==> src/rtl/nibble_serial_adder_pkg.sv <==
// rtl/nibble_serial_adder_pkg.sv - shared FSM states and nibble width for the serial adder
package nibble_serial_adder_pkg;

  localparam int NIB_W = 4;

  typedef enum logic [1:0] {
    IDLE = 2'd0,
    CALC = 2'd1,
    DONE = 2'd2
  } state_t;

endpackage

==> src/rtl/nibble_serial_adder_cla.sv <==
// rtl/nibble_serial_adder_cla.sv - 4-bit carry-lookahead slice used once per nibble
module fourbitcla_claudelow
  import nibble_serial_adder_pkg::*;
(
  input  logic [NIB_W-1:0] a,
  input  logic [NIB_W-1:0] b,
  input  logic             cin,
  output logic [NIB_W-1:0] sum,
  output logic             cout
);

  logic [NIB_W-1:0] w_g;
  logic [NIB_W-1:0] w_p;
  logic [NIB_W-1:0] w_c;

  assign w_g = a & b;
  assign w_p = a ^ b;

  // Every carry is flattened from generate/propagate terms; no ripple inside the slice.
  assign w_c[0] = cin;
  assign w_c[1] = w_g[0] | (w_p[0] & cin);
  assign w_c[2] = w_g[1] | (w_p[1] & w_g[0]) | (w_p[1] & w_p[0] & cin);
  assign w_c[3] = w_g[2] | (w_p[2] & w_g[1]) | (w_p[2] & w_p[1] & w_g[0])
                | (w_p[2] & w_p[1] & w_p[0] & cin);
  assign cout   = w_g[3] | (w_p[3] & w_g[2]) | (w_p[3] & w_p[2] & w_g[1])
                | (w_p[3] & w_p[2] & w_p[1] & w_g[0])
                | (w_p[3] & w_p[2] & w_p[1] & w_p[0] & cin);

  assign sum = w_p ^ w_c;

endmodule

==> src/rtl/nibble_serial_adder.sv <==
// rtl/nibble_serial_adder.sv - handshaked adder that sums one nibble per cycle through a shared CLA slice
module nibble_serial_adder
  import nibble_serial_adder_pkg::*;
#(
  parameter int WIDTH = 16
)
(
  input  logic             clk,
  input  logic             rst,
  input  logic             in_valid,
  output logic             in_ready,
  input  logic [WIDTH-1:0] a,
  input  logic [WIDTH-1:0] b,
  input  logic             cin,
  output logic             out_valid,
  input  logic             out_ready,
  output logic [WIDTH-1:0] sum,
  output logic             cout,
  output logic             ovf
);

  localparam int NIBBLES = WIDTH / NIB_W;
  localparam int IDX_W   = (NIBBLES > 1) ? $clog2(NIBBLES) : 1;
  localparam logic [IDX_W-1:0] LAST_IDX = IDX_W'(NIBBLES - 1);

  state_t           r_state;
  state_t           w_next_state;
  logic [IDX_W-1:0] r_idx;
  logic [WIDTH-1:0] r_a;
  logic [WIDTH-1:0] r_b;
  logic [WIDTH-1:0] r_sum;
  logic             r_carry;
  logic             r_ovf;
  logic [NIB_W-1:0] w_slice_sum;
  logic             w_slice_cout;
  logic             w_last;

  assign w_last = (r_idx == LAST_IDX);

  always_ff @(posedge clk) begin
    if (rst) begin
      r_state <= IDLE;
    end else begin
      r_state <= w_next_state;
    end
  end

  always_comb begin
    w_next_state = r_state;
    case (r_state)
      IDLE:    if (in_valid)  w_next_state = CALC;
      CALC:    if (w_last)    w_next_state = DONE;
      DONE:    if (out_ready) w_next_state = IDLE;
      default: w_next_state = IDLE;
    endcase
  end

  // Operands shift down one nibble per cycle so the slice always reads bits [3:0].
  fourbitcla_claudelow u_cla (
    .a    (r_a[NIB_W-1:0]),
    .b    (r_b[NIB_W-1:0]),
    .cin  (r_carry),
    .sum  (w_slice_sum),
    .cout (w_slice_cout)
  );

  always_ff @(posedge clk) begin
    if (rst) begin
      r_idx   <= '0;
      r_a     <= '0;
      r_b     <= '0;
      r_sum   <= '0;
      r_carry <= 1'b0;
      r_ovf   <= 1'b0;
    end else begin
      case (r_state)
        IDLE: begin
          if (in_valid) begin
            r_a     <= a;
            r_b     <= b;
            r_carry <= cin;
            r_idx   <= '0;
          end
        end
        CALC: begin
          r_sum[r_idx*NIB_W +: NIB_W] <= w_slice_sum;
          r_carry <= w_slice_cout;
          r_a     <= r_a >> NIB_W;
          r_b     <= r_b >> NIB_W;
          r_idx   <= r_idx + 1'b1;
          // On the top nibble, bit 3 of each shifted operand is the original MSB.
          if (w_last) begin
            r_ovf <= (r_a[NIB_W-1] == r_b[NIB_W-1]) &&
                     (w_slice_sum[NIB_W-1] != r_a[NIB_W-1]);
          end
        end
        default: ;
      endcase
    end
  end

  assign in_ready  = (r_state == IDLE);
  assign out_valid = (r_state == DONE);
  assign sum       = r_sum;
  assign cout      = r_carry;
  assign ovf       = r_ovf;

endmodule

==> config.mk <==
export PLATFORM = sky130hd
export DESIGN_NAME = nibble_serial_adder
export DESIGN_NICKNAME = d
export VERILOG_FILES = /design/src/rtl/nibble_serial_adder_pkg.sv /design/src/rtl/nibble_serial_adder_cla.sv /design/src/rtl/nibble_serial_adder.sv
export SDC_FILE = /design/constraint.sdc
export NUM_CORES = 1
export LEC_CHECK = 0
export BUFFER_PORTS_ARGS = -buffer_cell sky130_fd_sc_hd__buf_4
export CORE_MARGIN = 2
export CORE_UTILIZATION = 54
export CTS_CLUSTER_DIAMETER = 100
export DETAILED_ROUTE_END_ITERATION = 10
export GPL_TIMING_DRIVEN = 0
export PLACE_DENSITY = 0.79
export SETUP_SLACK_MARGIN = 0.3
export SLEW_MARGIN = 20
export SYNTH_ARGS = -nofsm -noshare
export SYNTH_HDL_FRONTEND = slang
export SYNTH_SLANG_ARGS = --single-unit
==> constraint.sdc <==
create_clock -name clk -period 2.1 [get_ports clk]
set_input_delay 0.21 -clock clk [delete_from_list [all_inputs] [get_ports clk]]
set_output_delay 0.21 -clock clk [all_outputs]
set_load 0.005 [all_outputs]
==> impl_metrics.json, run 1 <==
{
  "status": "completed",
  "drtIter0Drc": 89,
  "whs_ps": 133,
  "portBuffers": 55,
  "cp_num_buf_inv": 2,
  "worst_slack_ps": 388,
  "utilization_pct": 69.0,
  "grt_pass1_wl_um": 10600,
  "io_pins": 57,
  "synth.distinct_cells": 42,
  "dp.final_hpwl_um": 4810,
  "p_per_area_nw_per_um2": 690,
  "synth_top_family_by_area": "simple AND/OR/NAND/NOR gates",
  "min_period_ps": 1710,
  "grt_pass1_vias": 2214,
  "clock-sinks": 54,
  "ys_warn_count": 0,
  "ir_drop_mv": 0.500,
  "slowest_delay_ps": 430,
  "tightest_slew_ps": 530,
  "antenna_found_initial": 0,
  "final_cells": 430,
  "dieArea_um2": 5410,
  "synth-compound-area-share_pct": 19.0,
  "drt_wl_total_um": 6550,
  "end_kind": "flip-flop",
  "netlist_instances": 313,
  "ctsHoldBuffers": 0,
  "fin_setup_tns_ps": 0,
  "die_w_um": 73.5,
  "max_freq_mhz": 584,
  "fin_crit_sh_pct": 81.5,
  "hold_viol": 0,
  "slew_viol_final": 0,
  "cp_slowest_cell": "ha_2",
  "ys_ff_latch": 54,
  "overflow": 0,
  "synth.area.top_cells": "dfxtp_1 (41%), nor2_1 (13%), a2bb2oi_1 (7.4%)",
  "core_area_um2": 4690,
  "synth_top_area_cell": "dfxtp_1",
  "power_mw": 2.23,
  "hold_class": "input port to flip-flop",
  "synth_ff_type": "dfxtp_1",
  "syn_avg_cell_area_um2": 8.34,
  "fin_area_um2": 3240,
  "grt_max_degree": 16,
  "antennaDiodeCount": 0,
  "grtUsageTotal_pct": 25.6,
  "use_met3_pct": 4.25,
  "rsz0062_at_grt": "yes",
  "synth_mux_area_share_pct": 0,
  "ant_nets": 0,
  "viasPerCell": 5.64,
  "wire_per_inst_um": 15.2,
  "crit_fanout": 5,
  "dpl_cell_area_um2": 3090,
  "cp-start-kind": "flip-flop",
  "postCtsSetupBuffers": 0,
  "placed_cells": 422,
  "clkTransAtPathRegs_ps": 90,
  "relSlewSlack_pct": 64.7,
  "leakage_nw": 1.43,
  "htreeDepth": 2,
  "via_count": 2424,
  "yosys.area_share.simple_pct": 27.9,
  "max_cap_viol_count": 0,
  "rrSetupSlack_ps": 390,
  "syn2layout_area_growth_pct": 24.0,
  "async_flop_share_pct": 0,
  "finalSetupViolations": 0,
  "synthAdderAreaFrac_pct": 6.04,
  "pre_cts_slack_ps": 165,
  "clockBufferDepth": 2,
  "required_ps": 2330,
  "yosysTopAreaCellShare_pct": 41.4,
  "root_buffer": "clkbuf_8",
  "use_met2_pct": 41.6,
  "ys_seq_area_share_pct": 41.4,
  "crit_chain": "inv_1 > ha_2 > nand3b_1 > nor4_4 > inv_1 > o31ai_1",
  "fin_skew_ps": 6.80,
  "grt.met1_usage_pct": 35.0,
  "start_util_pct": 55.6,
  "yosys.area_share.xor_xnor_pct": 1.01,
  "arrival_ps": 1940,
  "drc": 0,
  "cts_tree": "yes",
  "synth_fp_nets": 362,
  "path_class": "flip-flop to flip-flop",
  "layout-drive-gt1-share_pct": 22.9,
  "insertion_delay_ps": 310,
  "cp_common_cell": "inv_1",
  "critPathTopFamily": "adder cells",
  "drt_first_pass_iters": 5,
  "layout.nets": 424,
  "grt.busiest_layer": "met2",
  "synth-edff-count": 0,
  "synth.cell_area_um2": 2610,
  "cts-buffers-inserted": 5,
  "row_count": 25,
  "die_y_um": 73.5,
  "globalplace.congestion": 0.823
}
[cells in the final DEF, fill, tap and decap left out, types with 2 or more instances in the layout]
cell type,netlist,layout
buf_2,8,8
clkbuf_8,0,6
dfxtp_1,54,52
nand2b_1,3,3
inv_1,4,4
nor2b_1,11,11
o22ai_1,5,5
nor3_1,24,24
a2bb2oi_1,22,22
a22oi_1,14,14
a32oi_1,4,4
nand3b_1,7,7
a211o_1,2,2
buf_4,2,57
xor2_1,3,2
o21ai_1,2,2
nand2_1,9,9
a21oi_1,8,8
buf_1,3,2
ha_1,11,10
clkbuf_1,9,10
nor2_1,87,87
[cell usage after synthesis (4+ instances only)]
library cell,n
nor2_1,87
dfxtp_1,54
nor3_1,24
a2bb2oi_1,22
a22oi_1,14
ha_1,11
nor2b_1,11
clkbuf_1,9
nand2_1,9
a21oi_1,8
buf_2,8
nand3b_1,7
o22ai_1,5
a32oi_1,4
inv_1,4
[power breakdown]
| part | leakage (nW) | switching, mW | internal (mW) |
|---|---|---|---|
| registers | 0.444 | 0.0490 | 1.09 |
| clock network | 0.0482 | 0.333 | 0.267 |
| logic | 0.941 | 0.261 | 0.233 |
[what timing repair did]
item / in CTS / in global routing
gates resized for setup: 4 / 7
pin swaps: 1 / 1
endpoints found under the setup margin: 10 / 11
[layout make-up]
| type | instances | area [um2] |
|---|---|---|
| tap | 54 | 67.6 |
| buffer | 22 | 101 |
| clock buffer | 7 | 86.3 |
| sequential | 54 | 1090 |
| clock inverter | 1 | 5.00 |
| inverter | 5 | 18.8 |
| fill | 393 | 1460 |
| timing repair buffer | 55 | 413 |
| multi-input combinational | 232 | 1460 |
[per-layer routing]
layer	vias to the layer above	wire [um]
met1	1142	2940
met4	0	92
met3	8	298
met2	54	3220
met5	-	0
li1	1220	-
[registers in the layout (all words and copies together), names as in the netlist]
name / count
r_a: 16
r_b: 16
sum: 16
r_idx: 2
r_state: 2
cout: 1
ovf: 1
[worst paths after layout]
| check | from | end | cells after the start |
|---|---|---|---|
| hold / removal | a[13] | r_a[13]$_SDFFE_PP0P_ | 3 |
| hold reg to reg | r_a[4]$_SDFFE_PP0P_ | r_a[4]$_SDFFE_PP0P_ | 2 |
| setup reg to reg | r_idx[1]$_SDFFE_PP0P_ | sum[11]$_SDFFE_PP0P_ | 6 |
| setup / recovery | r_idx[1]$_SDFFE_PP0P_ | sum[11]$_SDFFE_PP0P_ | 6 |
[cells by family after synthesis]
group	count (synthesis)
AO/OA/AOI/OAI	65
adder cells (fa/ha/maj)	12
XOR/XNOR	3
buffers and inverters	27
AND/OR/NAND/NOR	152
flip-flops	54
[tightest hold or removal path, cell delays in order]
cell and delay, ps:
buf_4 80, a22oi_1 50, nor2_1 70
Note: power is estimated with default switching activity, not from simulation.
==> run 2, diff against run 1 <==
--- a/config.mk
+++ b/config.mk
@@ -7,11 +7,11 @@
 export LEC_CHECK = 0
 export BUFFER_PORTS_ARGS = -buffer_cell sky130_fd_sc_hd__buf_4
 export CORE_MARGIN = 2
-export CORE_UTILIZATION = 54
+export CORE_UTILIZATION = 49
 export CTS_CLUSTER_DIAMETER = 100
 export DETAILED_ROUTE_END_ITERATION = 10
 export GPL_TIMING_DRIVEN = 0
-export PLACE_DENSITY = 0.79
+export PLACE_DENSITY = 0.76
 export SETUP_SLACK_MARGIN = 0.3
 export SLEW_MARGIN = 20
 export SYNTH_ARGS = -nofsm -noshare
==> constraint.sdc (replaced) <==
create_clock -name clk -period 1.4 [get_ports clk]
set_input_delay 0.14 -clock clk [delete_from_list [all_inputs] [get_ports clk]]
set_output_delay 0.14 -clock clk [all_outputs]
set_load 0.005 [all_outputs]
==> run 2 against run 1 <==
The run now ends with negative setup slack left; wire length grew 81%; maximum frequency grew 3.7%; highest routed layer unchanged; largest cell class unchanged; worst hold slack lost 92 ps; sequential power grew 53%; critical path type unchanged.
==> impl_metrics.json, run 2 (same netlist as run 1, synthesis figures left out) <==
{
  "ctsHoldBuffers": 0,
  "clock-sinks": 54,
  "antennaDiodeCount": 0,
  "row_count": 26,
  "whs_ps": 41.3,
  "io_pins": 57,
  "root_buffer": "clkbuf_8",
  "hold_start": "a[13]",
  "ant_nets": 0,
  "crit_fanout": 4,
  "layout_commonest_cell": "buf_4",
  "die_w_um": 77.0,
  "layout-drive-gt1-share_pct": 58.6,
  "end_kind": "flip-flop",
  "p_sw_share_pct": 32.0,
  "fin_crit_sh_pct": 118,
  "power_switching_mw": 1.40,
  "via_count": 3137,
  "status": "complete, but fails checks",
  "fin_setup_tns_ps": -2910,
  "overflow": 0,
  "arrival_ps": 1880,
  "startpoint": "r_b[0]$_SDFFE_PP0P_",
  "htreeDepth": 2,
  "ir_drop_mv": 0.672,
  "p_int_mw": 2.98,
  "relSlewSlack_pct": 43.1,
  "clockPowerShare_pct": 27.2,
  "dieArea_um2": 5930,
  "grt_max_degree": 17,
  "utilization_pct": 88.9,
  "grt.met1_usage_pct": 34.8,
  "violations": "negative setup slack",
  "dp.final_hpwl_um": 5040,
  "drt_first_pass_iters": 5,
  "portBuffers": 55,
  "antenna_found_initial": 0,
  "start_util_pct": 50.8,
  "drt_wl_total_um": 11900,
  "clockBufferDepth": 2,
  "grt_pass1_wl_um": 13800,
  "drtIter0Drc": 247,
  "rsz0062_at_grt": "yes",
  "p_comb_share_pct": 33.0,
  "cts-buffers-inserted": 5,
  "tightest_slew_ps": 854,
  "final_cell_mix": "buf_4 (67), nor2_1 (51), dfxtp_1 (44)",
  "max_freq_mhz": 606,
  "power_mw": 4.39,
  "dpl_cell_area_um2": 3260,
  "fin_area_um2": 4570,
  "p_per_area_nw_per_um2": 960,
  "hold_viol": 0,
  "leakage_nw": 1.83,
  "insertion_delay_ps": 330,
  "die_y_um": 77.0,
  "rr_startpoint": "r_b[0]$_SDFFE_PP0P_",
  "grt.busiest_layer": "met2",
  "max_cap_viol_count": 0,
  "grtUsageTotal_pct": 29.5,
  "slew_viol_final": 0,
  "syn2layout_area_growth_pct": 75.2,
  "cp-start-kind": "flip-flop",
  "fin_skew_ps": 10.5,
  "worst_slack_ps": -251,
  "grt_pass1_vias": 2754,
  "seqPwrFrac_pct": 39.7,
  "wire_per_inst_um": 24.6,
  "path_class": "flip-flop to flip-flop",
  "viasPerCell": 6.52,
  "clkTransAtPathRegs_ps": 110,
  "globalplace.congestion": 0.854,
  "core_area_um2": 5140,
  "layout.nets": 459,
  "finalSetupViolations": 25,
  "min_period_ps": 1650,
  "cts_tree": "yes",
  "use_met2_pct": 52.5,
  "drc": 0,
  "hold_class": "input port to flip-flop",
  "use_met3_pct": 6.12,
  "required_ps": 1630
}
run 2: cell types whose count changed in the layout (fill, tap and decap cells not counted), moves of 7 or more:
cell,change
buf_4,+10
a22oi_2,+12
nor2_2,+15
dfxtp_1,-8
a2bb2oi_2,+22
buf_12,+7
a22oi_1,-12
buf_6,+15
nor2_1,-36
a2bb2oi_1,-22
buf_8,+8
nor2_4,+21
nor3_1,-9
nor3_2,+9
run 2: worst paths after layout:
kind / endpoint / slack, ps / depth (start not counted)
max: ovf$_SDFFE_PP0P_ / -250 / 5
min: r_a[13]$_SDFFE_PP0P_ / 40 / 3
min reg2reg: r_a[11]$_SDFFE_PP0P_ / 510 / 2
max reg2reg: ovf$_SDFFE_PP0P_ / -250 / 5
run 2: cell type report:
type | instances | area [um2]
clock buffers | 8 | 133
well taps | 70 | 87.6
repair buffers | 90 | 875
multi-input cells | 232 | 2120
fillers | 206 | 568
inverters | 5 | 38.8
plain buffers | 22 | 213
flip-flops and latches | 54 | 1110
run 2: power groups by stage:
| stage | registers (mW) | logic, mW | clock network [mW] |
|---|---|---|---|
| after floorplan | 1.74 | 0.532 | 0 |
| after CTS | 1.72 | 1.07 | 1.16 |
| after global placement | 1.75 | 0.738 | 0 |
| final | 1.74 | 1.45 | 1.20 |
| after detailed placement | 1.76 | 0.753 | 0 |
| after global routing | 1.75 | 1.49 | 1.22 |
run 2: routing by layer:
metal | part of all wire [%] | vias up
met5 | 0 | -
met4 | 5.3 | 0
met3 | 8.3 | 73
met2 | 49 | 256
met1 | 37 | 1514
li1 | - | 1294
run 2: worst max-delay path, cell delays in order, from the launching register on:
cell and delay [ps]:
dfxtp_4 370, ha_4 240, a211o_1 300, a21oi_4 250
xor2_1 130, o41ai_1 260
run 2: through the flow:
stage          std cells  worst slack, ps
6_report             481             -251
5_1_grt              481             -347
4_1_cts              469             -200
3_5_place_dp         438             -269
3_3_place_gp         438             -232
2_1_floorplan        313            -72.8
run 2: timing repair:
| item | in CTS | in global routing |
|---|---|---|
| buffers inserted | 18 | 11 |
| endpoints found under the setup margin | 54 | 56 |
| cloned | 5 | 1 |
| resized for setup | 102 | 91 |
| pin swaps | 39 | 59 |
